--- src/rtl/branch_pred_unit_if.sv ---
// branch_pred_unit_if: lookup, resolve and statistics signals of the branch predictor
interface branch_pred_unit_if #(parameter int WIDTH = 32, parameter int CNT_W = 16);
    logic [31:0] lk_pc;
    logic pred_taken;
    logic res_valid;
    logic [2:0] res_op;
    logic [31:0] res_pc;
    logic [WIDTH-1:0] res_rd1;
    logic [WIDTH-1:0] res_rd2;
    logic res_pred;
    logic res_taken;
    logic mispredict;
    logic [CNT_W-1:0] br_cnt;
    logic [CNT_W-1:0] mis_cnt;
    modport master (
        output lk_pc, res_valid, res_op, res_pc, res_rd1, res_rd2, res_pred,
        input pred_taken, res_taken, mispredict, br_cnt, mis_cnt
    );
    modport slave (
        input lk_pc, res_valid, res_op, res_pc, res_rd1, res_rd2, res_pred,
        output pred_taken, res_taken, mispredict, br_cnt, mis_cnt
    );
endinterface

--- src/rtl/branch_pred_unit.sv ---
// branch_pred_unit: 2-bit saturating-counter predictor with branch resolve and statistics
module branch_pred_unit #(
    parameter int WIDTH = 32,
    parameter int DEPTH = 16,
    parameter int CNT_W = 16
) (
    input logic clk,
    input logic reset,
    branch_pred_unit_if.slave bp
);
    localparam int IDX_W = $clog2(DEPTH);
    logic [1:0] tbl [DEPTH];
    logic [IDX_W-1:0] lk_idx, res_idx;
    logic [1:0] ent;
    logic [2:0] op;
    logic sgn, zero, taken, valid, mis, mis_q;
    logic [CNT_W-1:0] br_q, mc_q;
    logic unused;
    assign lk_idx = bp.lk_pc[IDX_W+1:2];
    assign res_idx = bp.res_pc[IDX_W+1:2];
    assign unused = ^{bp.lk_pc[31:IDX_W+2], bp.lk_pc[1:0], bp.res_pc[31:IDX_W+2], bp.res_pc[1:0]};
    assign ent = tbl[res_idx];
    assign op = bp.res_op;
    // sign and zero tests of rd1 stand in for signed compares against 0
    assign sgn = bp.res_rd1[WIDTH-1];
    assign zero = ~|bp.res_rd1;
    always_comb begin
        taken = op == 3'd1 ? bp.res_rd1 == bp.res_rd2 :
                op == 3'd2 ? bp.res_rd1 != bp.res_rd2 :
                op == 3'd3 ? ~sgn :
                op == 3'd4 ? ~sgn & ~zero :
                op == 3'd5 ? sgn | zero :
                op == 3'd6 ? sgn : 1'b0;
        valid = bp.res_valid && op != 3'd0 && op != 3'd7;
        mis = valid && taken != bp.res_pred;
    end
    always_ff @(posedge clk) begin
        if (!reset) begin
            for (int i = 0; i < DEPTH; i++) tbl[i] <= 2'b01;
            mis_q <= 1'b0;
            br_q <= '0;
            mc_q <= '0;
        end else begin
            if (valid) tbl[res_idx] <= taken ? (&ent ? ent : ent + 2'd1) : (~|ent ? ent : ent - 2'd1);
            mis_q <= mis;
            if (valid && ~&br_q) br_q <= br_q + CNT_W'(1);
            if (mis && ~&mc_q) mc_q <= mc_q + CNT_W'(1);
        end
    end
    assign bp.pred_taken = tbl[lk_idx][1];
    assign bp.res_taken = taken;
    assign bp.mispredict = mis_q;
    assign bp.br_cnt = br_q;
    assign bp.mis_cnt = mc_q;
endmodule

--- src/flat_wrapper.sv ---
// flat-port wrapper written by rule: the top's interface ports become plain ports
module branch_pred_unit_flat 
#(
    parameter int WIDTH = 32,
    parameter int DEPTH = 16,
    parameter int CNT_W = 16
)
  (clk, reset, bp_lk_pc, bp_res_valid, bp_res_op, bp_res_pc, bp_res_rd1, bp_res_rd2, bp_res_pred, bp_pred_taken, bp_res_taken, bp_mispredict, bp_br_cnt, bp_mis_cnt);
  branch_pred_unit_if #(.WIDTH(WIDTH), .CNT_W(CNT_W)) bp_i ();
  input logic clk;
  input logic reset;
  input wire logic [$bits(bp_i.lk_pc)-1:0] bp_lk_pc;
  input wire logic [$bits(bp_i.res_valid)-1:0] bp_res_valid;
  input wire logic [$bits(bp_i.res_op)-1:0] bp_res_op;
  input wire logic [$bits(bp_i.res_pc)-1:0] bp_res_pc;
  input wire logic [$bits(bp_i.res_rd1)-1:0] bp_res_rd1;
  input wire logic [$bits(bp_i.res_rd2)-1:0] bp_res_rd2;
  input wire logic [$bits(bp_i.res_pred)-1:0] bp_res_pred;
  output wire logic [$bits(bp_i.pred_taken)-1:0] bp_pred_taken;
  output wire logic [$bits(bp_i.res_taken)-1:0] bp_res_taken;
  output wire logic [$bits(bp_i.mispredict)-1:0] bp_mispredict;
  output wire logic [$bits(bp_i.br_cnt)-1:0] bp_br_cnt;
  output wire logic [$bits(bp_i.mis_cnt)-1:0] bp_mis_cnt;
  assign bp_i.lk_pc = bp_lk_pc;
  assign bp_i.res_valid = bp_res_valid;
  assign bp_i.res_op = bp_res_op;
  assign bp_i.res_pc = bp_res_pc;
  assign bp_i.res_rd1 = bp_res_rd1;
  assign bp_i.res_rd2 = bp_res_rd2;
  assign bp_i.res_pred = bp_res_pred;
  assign bp_pred_taken = bp_i.pred_taken;
  assign bp_res_taken = bp_i.res_taken;
  assign bp_mispredict = bp_i.mispredict;
  assign bp_br_cnt = bp_i.br_cnt;
  assign bp_mis_cnt = bp_i.mis_cnt;
  branch_pred_unit #(.WIDTH(WIDTH), .DEPTH(DEPTH), .CNT_W(CNT_W)) u_core (.clk(clk), .reset(reset), .bp(bp_i));
endmodule
--- config.mk ---
export PLATFORM = sky130hd
export DESIGN_NAME = branch_pred_unit_flat
export DESIGN_NICKNAME = d
export VERILOG_FILES = /design/src/rtl/branch_pred_unit_if.sv /design/src/rtl/branch_pred_unit.sv /design/src/flat_wrapper.sv
export SDC_FILE = /design/constraint.sdc
export NUM_CORES = 1
export LEC_CHECK = 0
export CAP_MARGIN = 20
export CELL_PAD_IN_SITES_DETAIL_PLACEMENT = 1
export CELL_PAD_IN_SITES_GLOBAL_PLACEMENT = 2
export CORE_MARGIN = 4
export CORE_UTILIZATION = 37
export CTS_CLUSTER_DIAMETER = 30
export DETAILED_ROUTE_END_ITERATION = 12
export DONT_BUFFER_PORTS = 1
export PLACE_DENSITY = 0.85
export SETUP_SLACK_MARGIN = 0.1
export SYNTH_ARGS = -nofsm -noshare
export SYNTH_HDL_FRONTEND = slang
export SYNTH_SLANG_ARGS = --single-unit
--- constraint.sdc ---
create_clock -name clk -period 3.35 [get_ports clk]
set_input_delay 0.335 -clock clk [delete_from_list [all_inputs] [get_ports clk]]
set_output_delay 0.335 -clock clk [all_outputs]
set_load 0.01 [all_outputs]
==> results.json <==
{
  "startpoint": "u_core.tbl[11][1]",
  "slowest_delay_ps": 690,
  "crit_type": "reg -> reg",
  "cts.path.max_buffers": 2,
  "io_buffers": 0,
  "nFillCells": 1200,
  "slew_violations": 0,
  "worst_ep_required_time_ps": 3410,
  "postSynth.topFlopCell": "dfxtp_1",
  "htreeDepth": 3,
  "route.top_layer_used": "met4",
  "routedWlPerCell_um": 20.3,
  "finClkSkew_ps": 12.4,
  "antenna_found_initial": 0,
  "path_buf_inv": 0,
  "syn_nets": 531,
  "drv_cap": 0,
  "async_flop_share": 0,
  "synth_edf_count": 32,
  "timing.setup.tns_ps": 0,
  "status": "finished, final reports clean",
  "drc": 0,
  "reg2reg_to": "u_core.tbl[5][0]",
  "syn_area_mm2": 0.00390,
  "powerDensity_mw_per_mm2": 439,
  "hold_violations": 0,
  "reg2regPathDepth": 5,
  "place.gp.congestion": 0.802,
  "core-area_mm2": 0.0103,
  "period_share": 0.778,
  "multi_input_area_mm2": 0.00218,
  "wirelength_um": 10800,
  "ir_worst_vdd_v": 0.000208,
  "path_delay_family": "multiplexers",
  "post_cts_resized": 0,
  "avgSynthCellArea_um2": 9.89,
  "cts_sinks": 65,
  "diodes": 0,
  "reg2reg_from": "u_core.tbl[11][1]",
  "yosys_warnings": 0,
  "final_common_cell": "nand2_1",
  "fp.dieW_um": 111,
  "relSlewSlack": 0.506,
  "grt_max_degree": 50,
  "synth_seq_cells": 65,
  "clock_latency_ps": 350,
  "end_kind": "flip-flop",
  "vias": 3047,
  "startpoint_type": "flip-flop",
  "tightest_slew_ps": 741,
  "critPathMaxFanout": 16,
  "dp_hpwl_um": 8140,
  "rsz0062_at_grt": "false",
  "fp.dieH_um": 111,
  "ioPinCount": 170,
  "start_util": 0.379,
  "first_pass_iters": 4,
  "critPathArrivalTime_ps": 2670,
  "r2r_slack_ps": 740,
  "clk_pin_slew_ps": 80,
  "hold_depth": 1,
  "final_cell_mix": "nand2_1, xnor2_1, nor2_1",
  "area_delta_synth_final_pct": 9.31,
  "grt.total_usage": 0.177,
  "hold_start": "reset",
  "worstPathCellList": "mux4_2, mux2_2, o21ai_0, maj3_1, nand4_1",
  "setup_ws_ps": 743,
  "rows": 37,
  "wl_met2_um": 5350,
  "cts.hold.buffers_added": 0,
  "drt.antenna.violating_nets": 0,
  "overflow": 0,
  "wl_met3_um": 663,
  "cp.depth": 5,
  "hold_class": "in -> reg",
  "nets": 529,
  "synth.distinct_cells": 45,
  "crit_slowest_cell": "maj3_1",
  "cts_root_buf": "clkbuf_8",
  "via_per_inst": 5.72,
  "post-cts-setup-buffer-count": 0,
  "grt_pass1_vias": 3267,
  "clock.fmax_ghz": 0.384,
  "wl_met1_um": 4680,
  "fin_crit_ps": 2610,
  "pre_cts_slack_ps": 462,
  "layout-drive-gt1-share": 0.111,
  "synth_cells": 394,
  "setup_viol": 0,
  "seq_area_mm2": 0.00162,
  "cellLeakagePower_uw": 0.00131,
  "drt_iter0_drc": 86,
  "cts_tree": "built",
  "grt_pass1_wl_um": 17500,
  "yosysSeqAreaShare": 0.416,
  "holdPathEnd": "u_core.bp.br_cnt[15]",
  "die-area_mm2": 0.0122,
  "numCtsBuffers": 9
}
==> metrics by stage <==
stage	area (um^2)	std cells	power (uW)	util	hold WS (ps)
6_report	4260	533	1870	0.414	150
5_1_grt	4260	533	1950	0.414	95.8
4_1_cts	4260	533	1900	0.414	95.3
3_5_place_dp	4020	517	1070	0.391	476
3_3_place_gp	4020	517	1060	0.391	473
2_1_floorplan	3900	394	1040	-	494
==> cell type report <==
class | count | share of cell area
clock buffer | 10 | 0.0300
sequential | 65 | 0.381
timing repair buffer | 3 | 0.00529
inverter | 6 | 0.00529
clock inverter | 6 | 0.0270
multi-input combinational | 307 | 0.512
tap | 136 | 0.0400
==> cell usage after synthesis, drive strengths merged, types with 2 or more instances <==
| master | instances | share of area |
|---|---|---|
| nand2 | 48 | 0.046 |
| xnor2 | 37 | 0.083 |
| nor2 | 35 | 0.034 |
| dfxtp | 33 | 0.17 |
| edfxtp | 32 | 0.25 |
| nand3 | 29 | 0.039 |
| nand4 | 18 | 0.029 |
| nor4 | 18 | 0.039 |
| nand2b | 17 | 0.027 |
| mux2i | 14 | 0.036 |
| mux4 | 14 | 0.081 |
| nor3 | 14 | 0.019 |
| o21ai | 11 | 0.014 |
| clkbuf | 10 | 0.0096 |
| xor2 | 10 | 0.024 |
| and3 | 8 | 0.013 |
| buf | 6 | 0.0090 |
| inv | 5 | 0.0048 |
| a21oi | 3 | 0.0039 |
| and2 | 3 | 0.0048 |
| and4 | 3 | 0.0067 |
| or3 | 3 | 0.0048 |
| ha | 2 | 0.0064 |
| maj3 | 2 | 0.0051 |
| nor2b | 2 | 0.0032 |
| nor3b | 2 | 0.0039 |
| o311ai | 2 | 0.0090 |
| o31ai | 2 | 0.0039 |
| or4 | 2 | 0.0039 |
==> logic make-up after synthesis <==
family	count (synthesis)	share of synthesized area
simple gates	204	0.277
flops	65	0.416
xor+xnor	47	0.108
mux	29	0.120
compound gates	23	0.0437
buf+inv	22	0.0244
fa+ha+maj	4	0.0116
==> flip-flops by register name (all words and copies together), names as in the netlist <==
signal and flops:
u_core.tbl 32, u_core.bp.br_cnt 16, u_core.bp.mis_cnt 16, u_core.bp.mispredict 1
==> power by group <==
group          switching, uW  leakage, uW  internal [uW]
sequential              13.9     0.000554            848
clock                    326     0.000117            499
combinational            102     0.000639           82.2
total                    441      0.00131           1430
==> per-layer routing <==
layer	vias to the layer above	track usage
met1	1512	0.220
met3	13	0.0532
met2	74	0.299
li1	1448	-
met5	-	0
met4	0	0.0509
==> how the worst max path moves through the flow <==
stage / endpoint / slack [ps]
floorplan: u_core.tbl[10][0] / 790
global placement: u_core.tbl[1][1] / 550
detailed placement: u_core.tbl[1][1] / 460
CTS: u_core.tbl[5][0] / 770
global route: u_core.tbl[5][0] / 610
finish: u_core.tbl[5][0] / 740
Note: power is estimated with default switching activity, not from simulation.
